**src/rtl/axi_sram_slave_if.sv**
```systemverilog
// AXI4 bus bundle between the interconnect slave port and the SRAM responder.
// The slave modport is used by axi_sram_slave; the master modport by whoever drives it.
interface axi_sram_slave_if #(
  parameter int ID_W = 8
) ();

  // Write address channel
  logic [ID_W-1:0] AWID;
  logic [31:0]     AWADDR;
  logic [3:0]      AWLEN;
  logic [2:0]      AWSIZE;
  logic [1:0]      AWBURST;
  logic            AWVALID;
  logic            AWREADY;

  // Write data channel
  logic [31:0]     WDATA;
  logic [3:0]      WSTRB;
  logic            WLAST;
  logic            WVALID;
  logic            WREADY;

  // Write response channel
  logic [ID_W-1:0] BID;
  logic [1:0]      BRESP;
  logic            BVALID;
  logic            BREADY;

  // Read address channel
  logic [ID_W-1:0] ARID;
  logic [31:0]     ARADDR;
  logic [3:0]      ARLEN;
  logic [2:0]      ARSIZE;
  logic [1:0]      ARBURST;
  logic            ARVALID;
  logic            ARREADY;

  // Read data channel
  logic [ID_W-1:0] RID;
  logic [31:0]     RDATA;
  logic [1:0]      RRESP;
  logic            RLAST;
  logic            RVALID;
  logic            RREADY;

  modport slave (
    input  AWID, AWADDR, AWLEN, AWSIZE, AWBURST, AWVALID,
    output AWREADY,
    input  WDATA, WSTRB, WLAST, WVALID,
    output WREADY,
    output BID, BRESP, BVALID,
    input  BREADY,
    input  ARID, ARADDR, ARLEN, ARSIZE, ARBURST, ARVALID,
    output ARREADY,
    output RID, RDATA, RRESP, RLAST, RVALID,
    input  RREADY
  );

  modport master (
    output AWID, AWADDR, AWLEN, AWSIZE, AWBURST, AWVALID,
    input  AWREADY,
    output WDATA, WSTRB, WLAST, WVALID,
    input  WREADY,
    input  BID, BRESP, BVALID,
    output BREADY,
    output ARID, ARADDR, ARLEN, ARSIZE, ARBURST, ARVALID,
    input  ARREADY,
    input  RID, RDATA, RRESP, RLAST, RVALID,
    output RREADY
  );

endinterface

```
**src/rtl/axi_sram_slave.sv**
```systemverilog
// AXI4 slave responder in front of a single-port synchronous SRAM macro.
// One burst (read or write) is in flight at a time; each beat becomes one
// SRAM access. Reads take two cycles per beat (request, then data), writes
// go straight through in the W handshake cycle.
module axi_sram_slave #(
  parameter int SRAM_AW = 14,
  parameter int ID_W    = 8
) (
  input  logic               clk,
  input  logic               rst,
  axi_sram_slave_if.slave    axi,
  output logic               CEB,
  output logic               WEB,
  output logic [31:0]        BWEB,
  output logic [SRAM_AW-1:0] A,
  output logic [31:0]        DI,
  input  logic [31:0]        DO
);

  typedef enum logic [2:0] {
    IDLE,
    RD_REQ,
    RD_DATA,
    WR_DATA,
    WR_RESP
  } state_t;

  state_t             state;
  logic [ID_W-1:0]    id;
  logic [SRAM_AW-1:0] addr;
  logic [3:0]         len;
  logic [3:0]         cnt;
  logic               err;
  // Set once the last in-range write beat has gone to the SRAM, so a
  // 16-beat burst cannot wrap the 4-bit counter and write again.
  logic               done;

  logic               wr_fire;
  logic               rd_fire;
  logic               unused_bits;

  // Size/burst are fixed (32-bit INCR) and the upper address bits fall outside the macro.
  assign unused_bits = ^{axi.AWSIZE, axi.AWBURST, axi.ARSIZE, axi.ARBURST,
                         axi.AWADDR[31:SRAM_AW+2], axi.AWADDR[1:0],
                         axi.ARADDR[31:SRAM_AW+2], axi.ARADDR[1:0]};

  // SRAM access qualifiers; nothing reaches the macro while reset is held.
  always_comb begin
    wr_fire = !rst && (state == WR_DATA) && axi.WVALID && !done;
    rd_fire = !rst && (state == RD_REQ);
  end

  // Bus handshakes and SRAM pins decoded from the registered state.
  always_comb begin
    axi.AWREADY = !rst && (state == IDLE);
    axi.ARREADY = !rst && (state == IDLE) && !axi.AWVALID;
    axi.WREADY  = !rst && (state == WR_DATA);

    axi.BVALID  = !rst && (state == WR_RESP);
    axi.BID     = rst ? '0 : id;
    axi.BRESP   = (axi.BVALID && err) ? 2'b10 : 2'b00;

    axi.RVALID  = !rst && (state == RD_DATA);
    axi.RID     = rst ? '0 : id;
    axi.RDATA   = axi.RVALID ? DO : 32'h0;
    axi.RRESP   = 2'b00;
    axi.RLAST   = axi.RVALID && (cnt == len);

    CEB  = !(wr_fire || rd_fire);
    WEB  = !wr_fire;
    A    = addr;
    DI   = axi.WDATA;
    BWEB = '1;
    if (wr_fire) begin
      for (int k = 0; k < 4; k++) begin
        BWEB[8*k +: 8] = {8{~axi.WSTRB[k]}};
      end
    end
  end

  // Burst sequencer: latches the address phase and walks beats until the response is taken.
  always_ff @(posedge clk) begin
    if (rst) begin
      state <= IDLE;
      id    <= '0;
      addr  <= '0;
      len   <= '0;
      cnt   <= '0;
      err   <= 1'b0;
      done  <= 1'b0;
    end else begin
      case (state)
        IDLE: begin
          if (axi.AWVALID) begin
            id    <= axi.AWID;
            addr  <= axi.AWADDR[SRAM_AW+1:2];
            len   <= axi.AWLEN;
            cnt   <= '0;
            err   <= 1'b0;
            done  <= 1'b0;
            state <= WR_DATA;
          end else if (axi.ARVALID) begin
            id    <= axi.ARID;
            addr  <= axi.ARADDR[SRAM_AW+1:2];
            len   <= axi.ARLEN;
            cnt   <= '0;
            err   <= 1'b0;
            done  <= 1'b0;
            state <= RD_REQ;
          end
        end

        RD_REQ: begin
          state <= RD_DATA;
        end

        RD_DATA: begin
          if (axi.RREADY) begin
            if (cnt == len) begin
              state <= IDLE;
            end else begin
              addr  <= addr + SRAM_AW'(1);
              cnt   <= cnt + 4'd1;
              state <= RD_REQ;
            end
          end
        end

        WR_DATA: begin
          if (axi.WVALID) begin
            if (!done) begin
              addr <= addr + SRAM_AW'(1);
              cnt  <= cnt + 4'd1;
              if (cnt == len) begin
                done <= 1'b1;
              end
            end
            if (axi.WLAST) begin
              err   <= err | done | (cnt != len);
              state <= WR_RESP;
            end else if (done) begin
              err <= 1'b1;
            end
          end
        end

        WR_RESP: begin
          if (axi.BREADY) begin
            state <= IDLE;
          end
        end

        default: begin
          state <= IDLE;
        end
      endcase
    end
  end

endmodule
```
**src/flat_wrapper.sv**
```systemverilog
// flat-port wrapper written by rule: the top's interface ports become plain ports
module axi_sram_slave_flat 
#(
  parameter int SRAM_AW = 14,
  parameter int ID_W    = 8
)
  (clk, rst, CEB, WEB, BWEB, A, DI, DO, axi_AWID, axi_AWADDR, axi_AWLEN, axi_AWSIZE, axi_AWBURST, axi_AWVALID, axi_AWREADY, axi_WDATA, axi_WSTRB, axi_WLAST, axi_WVALID, axi_WREADY, axi_BID, axi_BRESP, axi_BVALID, axi_BREADY, axi_ARID, axi_ARADDR, axi_ARLEN, axi_ARSIZE, axi_ARBURST, axi_ARVALID, axi_ARREADY, axi_RID, axi_RDATA, axi_RRESP, axi_RLAST, axi_RVALID, axi_RREADY);
  axi_sram_slave_if #(.ID_W(ID_W)) axi_i ();
  input  logic clk;
  input  logic rst;
  output logic CEB;
  output logic WEB;
  output logic [31:0] BWEB;
  output logic [SRAM_AW-1:0] A;
  output logic [31:0] DI;
  input  logic [31:0] DO;
  input wire logic [$bits(axi_i.AWID)-1:0] axi_AWID;
  input wire logic [$bits(axi_i.AWADDR)-1:0] axi_AWADDR;
  input wire logic [$bits(axi_i.AWLEN)-1:0] axi_AWLEN;
  input wire logic [$bits(axi_i.AWSIZE)-1:0] axi_AWSIZE;
  input wire logic [$bits(axi_i.AWBURST)-1:0] axi_AWBURST;
  input wire logic [$bits(axi_i.AWVALID)-1:0] axi_AWVALID;
  output wire logic [$bits(axi_i.AWREADY)-1:0] axi_AWREADY;
  input wire logic [$bits(axi_i.WDATA)-1:0] axi_WDATA;
  input wire logic [$bits(axi_i.WSTRB)-1:0] axi_WSTRB;
  input wire logic [$bits(axi_i.WLAST)-1:0] axi_WLAST;
  input wire logic [$bits(axi_i.WVALID)-1:0] axi_WVALID;
  output wire logic [$bits(axi_i.WREADY)-1:0] axi_WREADY;
  output wire logic [$bits(axi_i.BID)-1:0] axi_BID;
  output wire logic [$bits(axi_i.BRESP)-1:0] axi_BRESP;
  output wire logic [$bits(axi_i.BVALID)-1:0] axi_BVALID;
  input wire logic [$bits(axi_i.BREADY)-1:0] axi_BREADY;
  input wire logic [$bits(axi_i.ARID)-1:0] axi_ARID;
  input wire logic [$bits(axi_i.ARADDR)-1:0] axi_ARADDR;
  input wire logic [$bits(axi_i.ARLEN)-1:0] axi_ARLEN;
  input wire logic [$bits(axi_i.ARSIZE)-1:0] axi_ARSIZE;
  input wire logic [$bits(axi_i.ARBURST)-1:0] axi_ARBURST;
  input wire logic [$bits(axi_i.ARVALID)-1:0] axi_ARVALID;
  output wire logic [$bits(axi_i.ARREADY)-1:0] axi_ARREADY;
  output wire logic [$bits(axi_i.RID)-1:0] axi_RID;
  output wire logic [$bits(axi_i.RDATA)-1:0] axi_RDATA;
  output wire logic [$bits(axi_i.RRESP)-1:0] axi_RRESP;
  output wire logic [$bits(axi_i.RLAST)-1:0] axi_RLAST;
  output wire logic [$bits(axi_i.RVALID)-1:0] axi_RVALID;
  input wire logic [$bits(axi_i.RREADY)-1:0] axi_RREADY;
  assign axi_i.AWID = axi_AWID;
  assign axi_i.AWADDR = axi_AWADDR;
  assign axi_i.AWLEN = axi_AWLEN;
  assign axi_i.AWSIZE = axi_AWSIZE;
  assign axi_i.AWBURST = axi_AWBURST;
  assign axi_i.AWVALID = axi_AWVALID;
  assign axi_AWREADY = axi_i.AWREADY;
  assign axi_i.WDATA = axi_WDATA;
  assign axi_i.WSTRB = axi_WSTRB;
  assign axi_i.WLAST = axi_WLAST;
  assign axi_i.WVALID = axi_WVALID;
  assign axi_WREADY = axi_i.WREADY;
  assign axi_BID = axi_i.BID;
  assign axi_BRESP = axi_i.BRESP;
  assign axi_BVALID = axi_i.BVALID;
  assign axi_i.BREADY = axi_BREADY;
  assign axi_i.ARID = axi_ARID;
  assign axi_i.ARADDR = axi_ARADDR;
  assign axi_i.ARLEN = axi_ARLEN;
  assign axi_i.ARSIZE = axi_ARSIZE;
  assign axi_i.ARBURST = axi_ARBURST;
  assign axi_i.ARVALID = axi_ARVALID;
  assign axi_ARREADY = axi_i.ARREADY;
  assign axi_RID = axi_i.RID;
  assign axi_RDATA = axi_i.RDATA;
  assign axi_RRESP = axi_i.RRESP;
  assign axi_RLAST = axi_i.RLAST;
  assign axi_RVALID = axi_i.RVALID;
  assign axi_i.RREADY = axi_RREADY;
  axi_sram_slave #(.SRAM_AW(SRAM_AW), .ID_W(ID_W)) u_core (.clk(clk), .rst(rst), .axi(axi_i), .CEB(CEB), .WEB(WEB), .BWEB(BWEB), .A(A), .DI(DI), .DO(DO));
endmodule
```
**config.mk**
```make
export PLATFORM = sky130hd
export DESIGN_NAME = axi_sram_slave_flat
export DESIGN_NICKNAME = d
export VERILOG_FILES = /design/src/rtl/axi_sram_slave_if.sv /design/src/rtl/axi_sram_slave.sv /design/src/flat_wrapper.sv
export SDC_FILE = /design/constraint.sdc
export NUM_CORES = 1
export LEC_CHECK = 0
export ABC_CLOCK_PERIOD_IN_PS = 3200
export CAP_MARGIN = 20
export CORE_AREA = 2 2 122 124
export DETAILED_ROUTE_END_ITERATION = 7
export DIE_AREA = 0 0 124 126
export GPL_TIMING_DRIVEN = 0
export HOLD_SLACK_MARGIN = 0.03
export PLACE_DENSITY_LB_ADDON = 0.2
export REMOVE_ABC_BUFFERS = 1
export SLEW_MARGIN = 15
export SYNTH_ARGS = -nofsm -noshare
export SYNTH_HDL_FRONTEND = slang
export SYNTH_SLANG_ARGS = --single-unit
```
**constraint.sdc**
```tcl
create_clock -name clk -period 3.2 [get_ports clk]
set_clock_uncertainty 0.05 [all_clocks]
set_input_delay 0.64 -clock clk [delete_from_list [all_inputs] [get_ports clk]]
set_output_delay 0.64 -clock clk [all_outputs]
set_load 0.02 [all_outputs]
```
# Word level (Yosys, flattened, before mapping)
# Index checks and enable logic that the tools add are counted.
# Widths: inputs -> output; s select.
word_totals:
  mem_bits_ro: 0
  inputBits: 174
  word_cells: 94
  output_inout_bits: 138
  n_memories: 0
  ramBits: 0
  latch_bits: 0
  regBits: 35
classes:
  bitwise: 6
  order_cmp: 0
  addsub: 2
  n_reduce_logical: 25
  div: 0
  n_shift: 0
  eq_ne: 14
  n_mul: 0
  mux: 40
op_table:
  columns: ["operator", "n"]
  rows:
  - ["$mux 14", 6]
  - ["$mux 32", 2]
  - ["$pmux 14 s3", 1]
  - ["$mux 4", 8]
  - ["$mux 8", 3]
  - ["$mux 3", 6]
  - ["$pmux 3 s5", 1]
  - ["$add 14x1->14 const B", 1]
  - ["$ne 2x2->1 const B", 6]
  - ["$pmux 4 s3", 1]
  - ["$logic_and 1x1->1", 10]
  - ["$mux 1", 9]
  - ["$eq 3x2->1 const B", 2]
  - ["$reduce_and 6->1", 1]
  - ["$logic_not 1->1", 5]
  - ["$reduce_and 5->1", 1]
  - ["$add 4x1->4 const B", 1]
  - ["$eq 4x4->1", 1]
  - ["$ne 4x4->1", 1]
  - ["$not 1->1", 4]
  - ["$pmux 1 s2", 2]
  - ["$reduce_and 4->1", 1]
  - ["$reduce_bool 2->1", 2]
  - ["$eq 3x1->1 const B", 1]
  - ["10 further kinds", 11]

# Depth between registers and ports, before layout
depth:
  depth_word: 6
  ltp_mapped: 8
  ltp_nobuf: 6

# Worst setup path before layout
# OpenSTA, ideal clock, no wires.
synth_timing:
  path_type: "register to output"
  from: "register u_core.state[0]"
  to: "output BWEB[10]"
  t_arrival_ps: 2205
  slack_ps: 305
  path_buffers: 4
  required_ps: 2510
  stages_incl_launch_ff: 8
  path_cell_list: "dfxtp_1 > buf_6 > clkbuf_1 > nor3b_1 > and3b_1 > clkbuf_1 > nand2_1 > buf_4"
synth_via:
  elab_chain_len: 5
synth_lines:
  columns: ["item", "line_no", "text"]
  rows:
  - ["start: declaration", "axi_sram_slave.sv:28", "state_t state;"]
  - ["start signal: assignment", "axi_sram_slave.sv:84", "state <= IDLE;"]
  - ["start signal: assignment", "axi_sram_slave.sv:101", "state <= WR_DATA;"]
  - ["start signal: assignment", "axi_sram_slave.sv:109", "state <= RD_REQ;"]
  - ["$eq 3x2->1", null, null]
  - ["$logic_and 1x1->1", null, null]
  - ["via axi_WREADY", "flat_wrapper.sv:28", "output wire logic [$bits(axi_i.WREADY)-1:0] axi_WREADY;"]
  - ["$logic_and 1x1->1 (2 in series)", "axi_sram_slave.sv:49", "wr_fire = !rst && (state == WR_DATA) && axi.WVALID && !done;"]
  - ["$mux 32", "axi_sram_slave.sv:74", "if (wr_fire) begin"]
  - ["end: declaration", "flat_wrapper.sv:13", "output logic [31:0] BWEB;"]
# The timed path passes the listed nets, and every way through them passes these cells.

# Final worst setup path
layout_timing:
  from: "input rst"
  to: "output BWEB[27]"
layout_via:
  elab_chain_len: 5
layout_lines:
  columns: ["item", "line_no", "text"]
  rows:
  - ["start: declaration", "flat_wrapper.sv:10", "input logic rst;"]
  - ["$logic_not 1->1", "axi_sram_slave.sv:49", null]
  - ["$logic_and 1x1->1 (3 in series)", "axi_sram_slave.sv:49", null]
  - ["$mux 32", "axi_sram_slave.sv:74", null]
# Every way passes these cells.

==> flow_summary.json <==
{
  "run_status": "finished clean",
  "multi_input_area_um2": 1670,
  "via_per_inst": 4.54,
  "htree_levels": 2,
  "routed_wl_um": 13900,
  "synth-main-ff-cell": "dfxtp_1",
  "cts_tree": "yes",
  "fp-row-count": 44,
  "end_kind": "output pin",
  "synth_cell_type_count": 45,
  "grt_pass1_vias": 2877,
  "die_w_um": 124,
  "drv_slew": 0,
  "hold_buffers": 0,
  "grt-ovfl-total": 0,
  "nets": 685,
  "startpoint": "rst",
  "globalplace.congestion": 0.809,
  "fin_util_pct": 34.0,
  "regArea_um2": 707,
  "clkLatencyLatePin_ns": 0.28,
  "crit_family": "buffers and inverters",
  "synth_top_area_share_pct": 23.5,
  "max_stage_delay_ns": 0.60,
  "period_share_pct": 97.4,
  "vdd_ir_drop_max_v": 0.000190,
  "leakage_nw": 1.82,
  "netlist_area_um2": 2980,
  "critPathMaxFanout": 41,
  "synth_edf_count": 0,
  "worstSetupStartpointType": "primary input",
  "period_needed_ns": 3.12,
  "cp_num_buf_inv": 3,
  "yosys_warnings": 0,
  "dpl.hpwl_um": 11400,
  "hold_depth": 2,
  "cap_viol_max_count": 0,
  "root_buffer": "clkbuf_16",
  "io_buffers": 198,
  "synthTopCellsByCount": "buf_4, and2_1, dfxtp_1",
  "cp.arrival_ns": 2.43,
  "grt_antenna_before_repair": 4,
  "postRouteAntennaNets": 0,
  "first_pass_iters": 5,
  "finalPower_mw": 2.59,
  "drc_errors": 0,
  "wl_per_cell_um": 20.0,
  "r2r_slack_ns": 0.60,
  "yosys.area.top_type": "dfxtp_1",
  "fmax_mhz": 321,
  "tightest_slew_ns": 0.832,
  "synth.most_common_cell": "buf_4",
  "grt_pass1_wl_um": 19000,
  "synth_area_leaders": "dfxtp_1, buf_4, mux2i_1",
  "setup_viol": 0,
  "synthCells": 394,
  "io_pins": 312,
  "fin_area_um2": 4860,
  "cpMaxStageDelayCell": "clkdlybuf4s50_1",
  "slew_headroom_pct": 44.5,
  "cts_max_path_buffers": 2,
  "syn_to_final_growth_pct": 63.4,
  "worst-endpoint-required_ns": 2.51,
  "min_to": "u_core.id[2]",
  "drt_iter0_drc": 157,
  "core_um2": 14300,
  "ys_ff_latch": 35,
  "dpl-instance-area_um2": 4610,
  "holdCritPathClass": "flop to flop",
  "tns_ns": 0,
  "clkTransAtPathRegs_ns": 0.06,
  "reg2reg_depth": 5,
  "num_vias": 3154,
  "layout-drive-gt1-share_pct": 5.29,
  "timing.rr.end": "u_core.cnt[3]",
  "crit_type": "primary input to output pin",
  "die_y_um": 126,
  "async_reset_ff_share_pct": 0,
  "cp_cell_sequence": "buf_2, buf_12, nor3b_1, and3b_2, nand2_1, clkdlybuf4s50_1",
  "initial_core_util_pct": 20.8,
  "powerDensity_nw_per_um2": 532,
  "hp-start": "u_core.id[2]",
  "grt_start_max_net_pins": 42,
  "n_fill_cell": 1539,
  "cts_buffers": 5,
  "finalHoldViolCount": 0,
  "r2r_start": "u_core.state[0]",
  "clock-sinks": 35,
  "synth-seq-area-share_pct": 23.5,
  "grtUsageTotal_pct": 17.1,
  "avgSynthCellArea_um2": 7.55,
  "dieArea_um2": 15600
}
## cell families after synthesis
kind of cell	after synthesis	synth area share [%]
AND/OR/NAND/NOR	148	26.8
buffers and inverters	101	22.4
AO/OA/AOI/OAI	72	14.8
flip-flops	35	23.5
multiplexers	28	9.42
XOR/XNOR	7	2.06
adder cells (fa/ha/maj)	2	0.841
other	1	0.126
## state kept, by name, summed over array words and instances (netlist names)
signal and count:
u_core.id 8, u_core.err 1, u_core.done 1, u_core.A 14
u_core.cnt 4, u_core.state 3, u_core.len 4
## worst max-delay path by stage
stage,endpoint,slack (ns),depth (start not counted)
CTS,BWEB[0],0.02,4
global route,BWEB[24],-0.01,5
global placement,axi_RDATA[17],-2.96,4
finish,BWEB[27],0.08,6
floorplan,axi_RLAST,-0.59,3
detailed placement,axi_RDATA[17],-1.01,5
## stage by stage
stage          hold WS [ns]  setup WS [ns]  cells
2_1_floorplan         0.416         -0.590    297
3_3_place_gp          0.435          -2.96    679
3_5_place_dp          0.437          -1.01    683
4_1_cts               0.446         0.0184    694
5_1_grt               0.461       -0.00984    694
6_report              0.444         0.0837    695
## worst min-delay path, delay by kind of cell (launching register included)
kind            cells  cell delay (ns)
flops               1             0.30
compound gates      1             0.05
simple gates        1             0.09
## metal layers
metal  track usage (%)  part of all wire, %  up-vias
met5              4.61                 0.88        -
met4              3.70                  1.4        8
met3              11.1                   15       21
met2              27.2                   44      191
met1              18.7                   38     1416
li1                  -                    -     1518
## layout make-up
type	count	share of cell area, %
Tap cell	184	4.73
Clock buffer	6	2.86
Clock inverter	2	0.798
Antenna cell	1	0.0515
Timing Repair Buffer	204	42.5
Sequential cell	35	14.5
Multi-Input combinational cell	261	34.3
Inverter	2	0.154
## what timing repair did
| action | in CTS | in global routing |
|---|---|---|
| setup buffers | 2 | 0 |
| gates resized for setup | 6 | 9 |
| gates cloned | 1 | 0 |
| pin swaps | 1 | 0 |
| endpoints found under the setup margin | 69 | 33 |
## power by group
part	internal, mW	switching (mW)	total, mW	leakage, nW
Clock	0.392	0.208	0.601	0.0875
Sequential	0.556	0.157	0.713	0.290
Combinational	0.605	0.669	1.27	1.44
Total	1.55	1.03	2.59	1.82
## layout by cell type, fill, tap and decap left out, types with 3 or more instances in the layout
| master | netlist | routed |
|---|---|---|
| clkdlybuf4s50_1 | 0 | 190 |
| and2_1 | 36 | 36 |
| nor2_1 | 34 | 33 |
| dfxtp_1 | 35 | 32 |
| mux2i_1 | 28 | 28 |
| nand2_1 | 21 | 21 |
| o21ai_0 | 21 | 21 |
| a21oi_1 | 20 | 20 |
| a211oi_1 | 13 | 13 |
| nor2b_1 | 11 | 10 |
| nor3_1 | 10 | 9 |
| nand3_1 | 7 | 7 |
| nor4_1 | 6 | 6 |
| xor2_1 | 6 | 6 |
| dlymetal6s2s_1 | 0 | 6 |
| clkbuf_16 | 0 | 5 |
| o211ai_1 | 4 | 4 |
| a31oi_1 | 4 | 4 |
| or3_1 | 3 | 3 |
| and3_1 | 3 | 3 |
| conb_1 | 1 | 3 |
Note: power is estimated with default switching activity, not from simulation.
